==> config.mk <==
export PLATFORM = sky130hd
export DESIGN_NAME = sprite_line_scanner
export DESIGN_NICKNAME = d
export VERILOG_FILES = /design/src/rtl/sprite_line_scanner.sv
export SDC_FILE = /design/constraint.sdc
export NUM_CORES = 1
export LEC_CHECK = 0
export BUFFER_PORTS_ARGS = -buffer_cell sky130_fd_sc_hd__buf_2
export CAP_MARGIN = 5
export CORE_MARGIN = 4
export CORE_UTILIZATION = 48
export DETAILED_ROUTE_END_ITERATION = 16
export GPL_TIMING_DRIVEN = 0
export MAX_ROUTING_LAYER = met4
export PLACE_DENSITY_LB_ADDON = 0.05
export SYNTH_ARGS = -nofsm -noshare
export SYNTH_HDL_FRONTEND = slang
export SYNTH_SLANG_ARGS = --single-unit
==> constraint.sdc <==
create_clock -name Clk -period 10.4 [get_ports Clk]
set_clock_uncertainty 0.15 [all_clocks]
set_input_delay 0.52 -clock Clk [delete_from_list [all_inputs] [get_ports Clk]]
set_output_delay 0.52 -clock Clk [all_outputs]
set_load 0.1 [all_outputs]
==> src/rtl/sprite_line_scanner.sv <==
// sprite_line_scanner: once per scanline, walks the eight sprite slots in
// priority order, keeps up to MAX_PER_LINE sprites that cover the line, and
// hands them to the pixel fetcher over a valid/ready stream.
module sprite_line_scanner #(
   parameter int MAX_PER_LINE = 4,
   parameter int SPRITE_H     = 16
) (
   input  logic        Clk,
   input  logic        Reset,
   input  logic        line_start,
   input  logic [9:0]  line_y,
   input  logic [63:0] attr_bus,
   input  logic [79:0] y_bus,
   output logic        out_valid,
   input  logic        out_ready,
   output logic [2:0]  out_index,
   output logic [7:0]  out_attr,
   output logic [3:0]  out_row,
   output logic        busy,
   output logic [3:0]  hit_count,
   output logic        overflow
);

   typedef enum logic [1:0] {
      IDLE = 2'd0,
      SCAN = 2'd1,
      EMIT = 2'd2
   } state_t;

   state_t state_r, state_next_s;

   logic [9:0] line_y_r,    line_y_n;
   logic [2:0] scan_idx_r,  scan_idx_n;
   logic [3:0] emit_ptr_r,  emit_ptr_n;
   logic [3:0] hit_count_r, hit_count_n;
   logic       overflow_r,  overflow_n;
   logic       out_valid_r, out_valid_n;
   logic [2:0] out_index_r, out_index_n;
   logic [7:0] out_attr_r,  out_attr_n;
   logic [3:0] out_row_r,   out_row_n;

   logic [2:0] buf_index_r [MAX_PER_LINE];
   logic [7:0] buf_attr_r  [MAX_PER_LINE];
   logic [3:0] buf_row_r   [MAX_PER_LINE];
   logic [2:0] buf_index_n [MAX_PER_LINE];
   logic [7:0] buf_attr_n  [MAX_PER_LINE];
   logic [3:0] buf_row_n   [MAX_PER_LINE];

   // Live evaluation of the sprite addressed by the scan index.
   logic [5:0] attr_base_s;
   logic [6:0] y_base_s;
   logic [7:0] cur_attr_s;
   logic [9:0] cur_y_s;
   logic [9:0] diff_s;
   logic [3:0] row_s;
   logic       hit_s;
   logic       store_s;
   logic       scan_done_s;
   logic       any_hit_s;
   logic       xfer_s;
   logic       last_s;

   assign attr_base_s = {scan_idx_r, 3'b000};
   assign y_base_s    = {4'b0000, scan_idx_r} * 7'd10;
   assign cur_attr_s  = attr_bus[attr_base_s +: 8];
   assign cur_y_s     = y_bus[y_base_s +: 10];
   // Modular difference makes sprites near the bottom wrap onto the top lines.
   assign diff_s      = line_y_r - cur_y_s;
   assign hit_s       = cur_attr_s[7] && (diff_s < 10'(SPRITE_H));
   assign row_s       = cur_attr_s[5] ? (4'(SPRITE_H - 1) - diff_s[3:0]) : diff_s[3:0];
   assign store_s     = (state_r == SCAN) && hit_s && (hit_count_r < 4'(MAX_PER_LINE));
   assign scan_done_s = (scan_idx_r == 3'd7);
   assign any_hit_s   = (hit_count_r != 4'd0) || store_s;
   assign xfer_s      = (state_r == EMIT) && out_valid_r && out_ready;
   assign last_s      = xfer_s && ((emit_ptr_r + 4'd1) == hit_count_r);

   // State register; reset wins over everything else.
   always_ff @(posedge Clk) begin
      if (Reset) begin
         state_r <= IDLE;
      end else begin
         state_r <= state_next_s;
      end
   end

   // Next-state logic; a line_start in any state (re)starts the scan.
   always_comb begin
      state_next_s = state_r;
      if (line_start) begin
         state_next_s = SCAN;
      end else begin
         case (state_r)
            IDLE: state_next_s = IDLE;
            SCAN: begin
               if (scan_done_s) begin
                  state_next_s = any_hit_s ? EMIT : IDLE;
               end else begin
                  state_next_s = SCAN;
               end
            end
            EMIT: begin
               if (last_s) begin
                  state_next_s = IDLE;
               end else begin
                  state_next_s = EMIT;
               end
            end
            default: state_next_s = IDLE;
         endcase
      end
   end

   // Datapath next values: scan bookkeeping, entry buffer and the output register.
   always_comb begin
      line_y_n    = line_y_r;
      scan_idx_n  = scan_idx_r;
      emit_ptr_n  = emit_ptr_r;
      hit_count_n = hit_count_r;
      overflow_n  = overflow_r;
      out_valid_n = out_valid_r;
      out_index_n = out_index_r;
      out_attr_n  = out_attr_r;
      out_row_n   = out_row_r;
      buf_index_n = buf_index_r;
      buf_attr_n  = buf_attr_r;
      buf_row_n   = buf_row_r;
      if (line_start) begin
         line_y_n    = line_y;
         scan_idx_n  = 3'd0;
         emit_ptr_n  = 4'd0;
         hit_count_n = 4'd0;
         overflow_n  = 1'b0;
         out_valid_n = 1'b0;
         out_index_n = 3'd0;
         out_attr_n  = 8'd0;
         out_row_n   = 4'd0;
         for (int i = 0; i < MAX_PER_LINE; i++) begin
            buf_index_n[i] = 3'd0;
            buf_attr_n[i]  = 8'd0;
            buf_row_n[i]   = 4'd0;
         end
      end else begin
         case (state_r)
            SCAN: begin
               scan_idx_n = scan_idx_r + 3'd1;
               if (store_s) begin
                  for (int i = 0; i < MAX_PER_LINE; i++) begin
                     if (hit_count_r == 4'(i)) begin
                        buf_index_n[i] = scan_idx_r;
                        buf_attr_n[i]  = cur_attr_s;
                        buf_row_n[i]   = row_s;
                     end else begin
                        buf_index_n[i] = buf_index_r[i];
                     end
                  end
                  hit_count_n = hit_count_r + 4'd1;
               end else if (hit_s) begin
                  overflow_n = 1'b1;
               end else begin
                  overflow_n = overflow_r;
               end
               // First entry goes straight to the output register as EMIT begins.
               if (scan_done_s && any_hit_s) begin
                  out_valid_n = 1'b1;
                  emit_ptr_n  = 4'd0;
                  out_index_n = buf_index_n[0];
                  out_attr_n  = buf_attr_n[0];
                  out_row_n   = buf_row_n[0];
               end else begin
                  out_valid_n = out_valid_r;
               end
            end
            EMIT: begin
               if (last_s) begin
                  out_valid_n = 1'b0;
               end else if (xfer_s) begin
                  emit_ptr_n = emit_ptr_r + 4'd1;
                  for (int i = 0; i < MAX_PER_LINE; i++) begin
                     if ((emit_ptr_r + 4'd1) == 4'(i)) begin
                        out_index_n = buf_index_r[i];
                        out_attr_n  = buf_attr_r[i];
                        out_row_n   = buf_row_r[i];
                     end else begin
                        out_valid_n = 1'b1;
                     end
                  end
               end else begin
                  out_valid_n = out_valid_r;
               end
            end
            default: begin
               scan_idx_n = scan_idx_r;
            end
         endcase
      end
   end

   // Datapath registers; reset discards any pending entries.
   always_ff @(posedge Clk) begin
      if (Reset) begin
         line_y_r    <= 10'd0;
         scan_idx_r  <= 3'd0;
         emit_ptr_r  <= 4'd0;
         hit_count_r <= 4'd0;
         overflow_r  <= 1'b0;
         out_valid_r <= 1'b0;
         out_index_r <= 3'd0;
         out_attr_r  <= 8'd0;
         out_row_r   <= 4'd0;
         for (int i = 0; i < MAX_PER_LINE; i++) begin
            buf_index_r[i] <= 3'd0;
            buf_attr_r[i]  <= 8'd0;
            buf_row_r[i]   <= 4'd0;
         end
      end else begin
         line_y_r    <= line_y_n;
         scan_idx_r  <= scan_idx_n;
         emit_ptr_r  <= emit_ptr_n;
         hit_count_r <= hit_count_n;
         overflow_r  <= overflow_n;
         out_valid_r <= out_valid_n;
         out_index_r <= out_index_n;
         out_attr_r  <= out_attr_n;
         out_row_r   <= out_row_n;
         buf_index_r <= buf_index_n;
         buf_attr_r  <= buf_attr_n;
         buf_row_r   <= buf_row_n;
      end
   end

   assign out_valid = out_valid_r;
   assign out_index = out_index_r;
   assign out_attr  = out_attr_r;
   assign out_row   = out_row_r;
   assign hit_count = hit_count_r;
   assign overflow  = overflow_r;
   assign busy      = (state_r != IDLE);

endmodule

# == Yosys cells after proc, flatten, opt, wreduce, memory -nomap -nowiden ==
# Cells that the tools add are included.
# totals
register_bits,100
latch_bits,0
ramBits,0
mem_bits_ro,0
input_bits,158
output_inout_bits,22
elab_cells,129
mem_count,0
# op_classes
add_sub_neg,5
n_mul,1
div_mod_pow,0
magnitude_cmp,2
eq_ne,16
n_shift,2
n_mux,57
bitwise_logic,1
reduce_logical,22
# op_table
cell,n
$mux W8,11
$shiftx A80 B8 Y10,1
$shiftx A64 B7 Y8,1
$mux W4,15
$mux W3,11
$mux W32,1
$eq A4 B2 Y1 const B,4
$mux W16,1
$pmux W4 S2,2
$pmux W8 S2,1
$mux W12,1
$reduce_and A3 Y1,4
$lt A10 B5 Y1 const B,1
$sub A10 B10 Y10,1
$add A4 B1 Y4 const B,2
$eq A4 B1 Y1 const B,2
$logic_not A4 Y1,2
$mux W1,8
$reduce_and A4 Y1,2
$logic_and A1 B1 Y1,7
$mul A3 B3 Y6 const B,1
$mux W2,3
$ne A6 B6 Y1 const B,1
$pmux W3 S2,1
other kinds (20),22

# == Depth between registers and ports, before layout ==
# logic_depth
ltp_word,12
ltp_mapped,19
depth_no_buf,12

# == Worst setup path before layout ==
# OpenSTA, ideal clock, no wires.
# synth_path
path_type,reg-to-reg
from,reg scan_idx_r[0]
to,reg out_attr_r[3] (netlist: out_attr[3])
t_arrival_ns,4.895
setup_slack_ns,5.236
stages_incl_launch_ff,18
period_less_slack_ns,5.164
path_cell_list,dfxtp_1 -> clkbuf_1 -> buf_2 -> buf_2 -> buf_1 -> mux4_2 -> mux2i_1 -> ha_1 -> o21a_1 -> o31a_1 -> o2111a_1 -> nor4_1 -> o2111a_1 -> buf_6 -> nand3_4 -> buf_6 -> or3_1 -> a32o_1
# synth_between
elab_chain_cells,11
word_cells_on_any_way,17
classes_between,1 x add/sub; 1 x mul; 1 x order compare; 2 x eq/ne; 2 x shift; 4 x mux; 6 x reduce/logical
# synth_lines
element,line,rtl
start: declaration,33,"logic [2:0] scan_idx_r, scan_idx_n;"
start signal: assignment,217,scan_idx_r <= scan_idx_n;
$mul A3 B3 Y6,64,"assign y_base_s = {4'b0000, scan_idx_r} * 7'd10;"
$shiftx A80 B8 Y10,66,assign cur_y_s = y_bus[y_base_s +: 10];
$sub A10 B10 Y10,68,assign diff_s = line_y_r - cur_y_s;
$lt A10 B5 Y1,69,assign hit_s = cur_attr_s[7] && (diff_s < 10'(SPRITE_H));
$logic_and A1 B1 Y1,69,
$logic_and A1 B1 Y1 (2 in a row),71,assign store_s = (state_r == SCAN) && hit_s && (hit_count_r < 4'(MAX_PER_LINE));
$logic_or A1 B1 Y1,73,assign any_hit_s = (hit_count_r != 4'd0) || store_s;
$logic_and A1 B1 Y1,163,if (scan_done_s && any_hit_s) begin
$ne A2 B1 Y1 (no source line),-,
$reduce_and A5 Y1 (no source line),-,
end signal: assignment,223,out_attr_r <= out_attr_n;
end: declaration,39,"logic [7:0] out_attr_r, out_attr_n;"
# Parallel ways exist; a longest one is shown, timed or not. The select of a mux whose other input is x is not followed.
# A chain may end at the register's enable or synchronous reset.

# == Worst setup path after layout ==
# layout_path
from,reg scan_idx_r[0]
to,reg out_attr_r[5] (netlist: out_attr[5])
# The elaborated chain is that of the path after synthesis.

==> results by group <==
Outcome
  • Status: completed

STA
  • Final Max Tran Viols: 0
  • Final min period: 5922 ps
  • Setup tns final: 0 ps
  • Peak Freq: 0.1689 GHz
  • Setup WS post-layout: 4478 ps
  • Worst slew margin: 46.29%
  • Worst Tran Pin Value: 805.6 ps
  • Final Hold Vio Count: 0
  • Finish-stage setup viols: 0
  • RSZ-0062 raised after global routing: no
  • Hold slack: 222.4 ps
  • Part of the cycle the worst path needs: 56.94%

Yosys
  • Synth cell types: 64
  • Top-area cell type share of the netlist area: 32.46%
  • Synthesized cell area: 6167 um2
  • Synth Area in Adders: 4.991%
  • Ranking of synthesized cells by area: dfxtp_1 32%, mux4_2 12%, mux2i_1 12%, nor2_1 5.1%, ha_1 4.7%
  • Post-synth net total: 819
  • Biggest area consumer among synthesized cells: dfxtp_1
  • Synth cell count leaders: 100 x dfxtp_1, 83 x nor2_1, 71 x mux2i_1, 41 x a21oi_1, 34 x mux4_2
  • Post-synthesis simple-gate area fraction: 13.69%
  • Mux cell area share after synthesis: 25.77%
  • Post-synthesis cell count: 637
  • Syn. warnings: 0
  • Synth Flop Type: dfxtp_1
  • Yosys reg bits: 100
  • Largest family of logic cells by synthesized area: multiplexers
  • Most numerous cell in the Yosys netlist: dfxtp_1
  • Number of flops mapped to enable cells by yosys: 0
  • XOR/XNOR Fraction of Synth Area: 1.704%
  • Syn Area/Cell: 9.682 um2
  • Async set-reset flop share out of synthesis: 0%
  • Sequential-to-total area share from yosys stat: 32.46%
  • Synth Area in Compound Gates: 16.25%

CTS
  • CTS Sinks: 100
  • CTS tree: built
  • Hold Buf Count CTS: 0
  • CTS Root Cell: clkbuf_16
  • # resized after CTS: 0
  • Setup bufs post-CTS: 0
  • CTS Buffer Depth: 2
  • Clock buffer count from CTS: 9
  • Worst-path clk slew: 80 ps
  • CTS H-Tree Depth: 3
  • Clk Latency, worst-skew pair: 350 ps

Detailed routing
  • Average vias per placed instance: 5.693
  • Routed WL per cell: 18.48 um
  • Routed Antenna Nets: 0
  • Initial drt markers: 396
  • # DRC: 0
  • Total number of vias: 5,727
  • Pre-antenna DRT Iters: 5
  • Final wirelength: 18,590 um

Setup path
  • Critical path capture point type: flip-flop
  • Most used cell along the critical path: buf_2
  • Crit path max-delay cell type: buf_1
  • WP data arrival: 6020 ps
  • Startpoint types: flip-flop
  • Buf+Inv Stages, Crit Path: 4
  • Critical path class: flip-flop to flip-flop
  • Crit path largest cell delay: 650 ps
  • Worst endpoint required time: 10,500 ps
  • Peak fanout along the critical path: 10
  • Reg2reg path depth: 15
  • Cell count along the critical path: 15
  • Crit-path leading delay family: buffers and inverters
  • CP Cell Sequence: clkbuf_1, buf_2, buf_2, buf_1, mux4_2, mux2i_1, ha_1, a21oi_1, a21boi_0, o21a_1, nor4_1, o2111ai_2, nor2_1, nand3_1, a32o_1

Power and ir drop
  • Pint: 0.6481 mW
  • Net Sw Power: 0.2328 mW
  • Power share of the sequential group: 44.0%
  • PwrDens: 115.9 nW/um2
  • Clock network fraction of total power: 40.8%
  • Peak VDD IR: 0.07096 mV
  • Leak Pwr: 3.388 nW
  • Gate power share: 15.2%
  • Net Sw Frac: 26.43%

Hold path
  • Hold Path Cell Cnt: 2
  • Worst Hold Class: input pin to flip-flop

Global routing
  • Congestion Overflow GR: 0
  • Total GRT Usage: 25.62%
  • Initial antenna violation count: 2
  • Largest net degree at the start of global routing: 19
  • Vias in the first global route: 5,689
  • Global-route wire length before repair: 28,790 um

Final layout
  • Layout cells sized above 1: 31.61%
  • Layout overhead on the synthesized area: 23.25%
  • Final #Nets: 1,009

Flow run
  • Max-cap violations: 0

Die
  • Initial core utilization: 48.87%
  • Top Ports: 180
  • Std-Cell Rows: 41
  • Die area: 14,730 um2
  • Core area: 12,620 um2
  • Die Y-Extent: 121.4 um
  • DIE WIDTH: 121.4 um

Placement
  • Final GP Congestion: 0.9180
  • Post-place setup slack: 4439 ps
  • PortBufs: 179
  • DP HPWL: 14,750 um
## layout make-up
cell class / instances / area (um2)
fillers: 1139 / 5019
well taps: 172 / 215.2
repair buffers: 179 / 895.9
multi-input cells: 462 / 3849
clock buffers: 10 / 239.0
flip-flops and latches: 100 / 2002
clock inverters: 6 / 78.83
plain buffers: 44 / 200.2
inverters: 31 / 116.4
diodes: 2 / 5.005
## registers in the layout, summed over array words and instances (netlist names), 2 cells and up
signal       cells
buf_index_r     12
out_row          4
state_r          2
buf_row_r       16
line_y_r        10
emit_ptr_r       4
out_attr         8
buf_attr_r      32
out_index        3
hit_count        4
scan_idx_r       3
## worst reg2reg max path, delay by kind of cell (launching register included)
family	cells	cell delay, ps
AO/OA/AOI/OAI	5	1310
adder cells (fa/ha/maj)	1	340
buffers and inverters	4	1800
flip-flops	1	330
multiplexers	2	780
AND/OR/NAND/NOR	3	1120
## placed cells by master (no fill, tap or decap), types with 4 or more instances in the layout
cell type and count:
buf_2 189, dfxtp_1 100, nor2_1 83, mux2i_1 71, a21oi_1 41, mux4_2 34, inv_1 31, clkbuf_1 26
nand2_1 24, ha_1 23, or3_1 12, o21ai_0 11, a32o_1 11, o22a_1 11, mux2_2 10, a211oi_1 10
o221ai_1 10, nor2b_1 9, clkbuf_16 9, nand3_1 8, o21a_1 7, xor2_1 7, nor3_1 6, buf_1 5
nor3b_1 5, xnor2_1 5, nor4_1 4, o211ai_1 4, o2111ai_1 4
## metal layers
layer | part of all wire [%] | routed length [um] | vias to the layer above | GRT usage, %
li1 | - | - | 2753 | -
met1 | 41 | 7639 | 2707 | 31.21
met2 | 51 | 9470 | 243 | 44.21
met3 | 6.7 | 1248 | 24 | 4.429
met4 | 1.2 | 227 | 0 | 6.513
met5 | 0 | 0 | - | -
## path summary, 6_finish.rpt
| check | slack (ps) | start | endpoint |
|---|---|---|---|
| worst max-delay path | 4480 | scan_idx_r[0]$_SDFFE_PP0P_ | out_attr[5]$_SDFFE_PP0P_ |
| worst min-delay path | 220 | Reset | line_y_r[7]$_SDFFE_PP0P_ |
| worst max register to register | 4480 | scan_idx_r[0]$_SDFFE_PP0P_ | out_attr[5]$_SDFFE_PP0P_ |
| worst min register to register | 300 | buf_attr_r[15]$_SDFFE_PP0P_ | buf_attr_r[15]$_SDFFE_PP0P_ |
## through the flow
stage | power (mW) | area [um2] | cells | util, %
5_1_grt | 0.9084 | 7601 | 1006 | 60.23
6_report | 0.8810 | 7601 | 1006 | 60.23
3_3_place_gp | 0.5274 | 7278 | 988 | 57.67
3_5_place_dp | 0.5297 | 7278 | 988 | 57.67
2_1_floorplan | 0.4783 | 6167 | 637 | -
4_1_cts | 0.8836 | 7596 | 1004 | 60.19
## power groups by stage
stage / Combinational [mW] / Clock (mW) / Sequential (mW)
global route: 0.146 / 0.374 / 0.388
floorplan: 0.0783 / 0 / 0.400
finish: 0.134 / 0.359 / 0.388
global placement: 0.131 / 0 / 0.397
CTS: 0.133 / 0.362 / 0.388
detailed placement: 0.133 / 0 / 0.397
## logic make-up (layout without fill, tap and decap cells)
group | Yosys count | in the layout
and+or+nand+nor | 174 | 174
AOI/OAI and AO/OA | 137 | 137
muxes | 115 | 115
DFF | 100 | 100
buffers and inverters | 75 | 270
adders and majority gates | 24 | 24
xor gates and xnor gates | 12 | 12
other | 0 | 2
(Power assumes the default switching activity.)
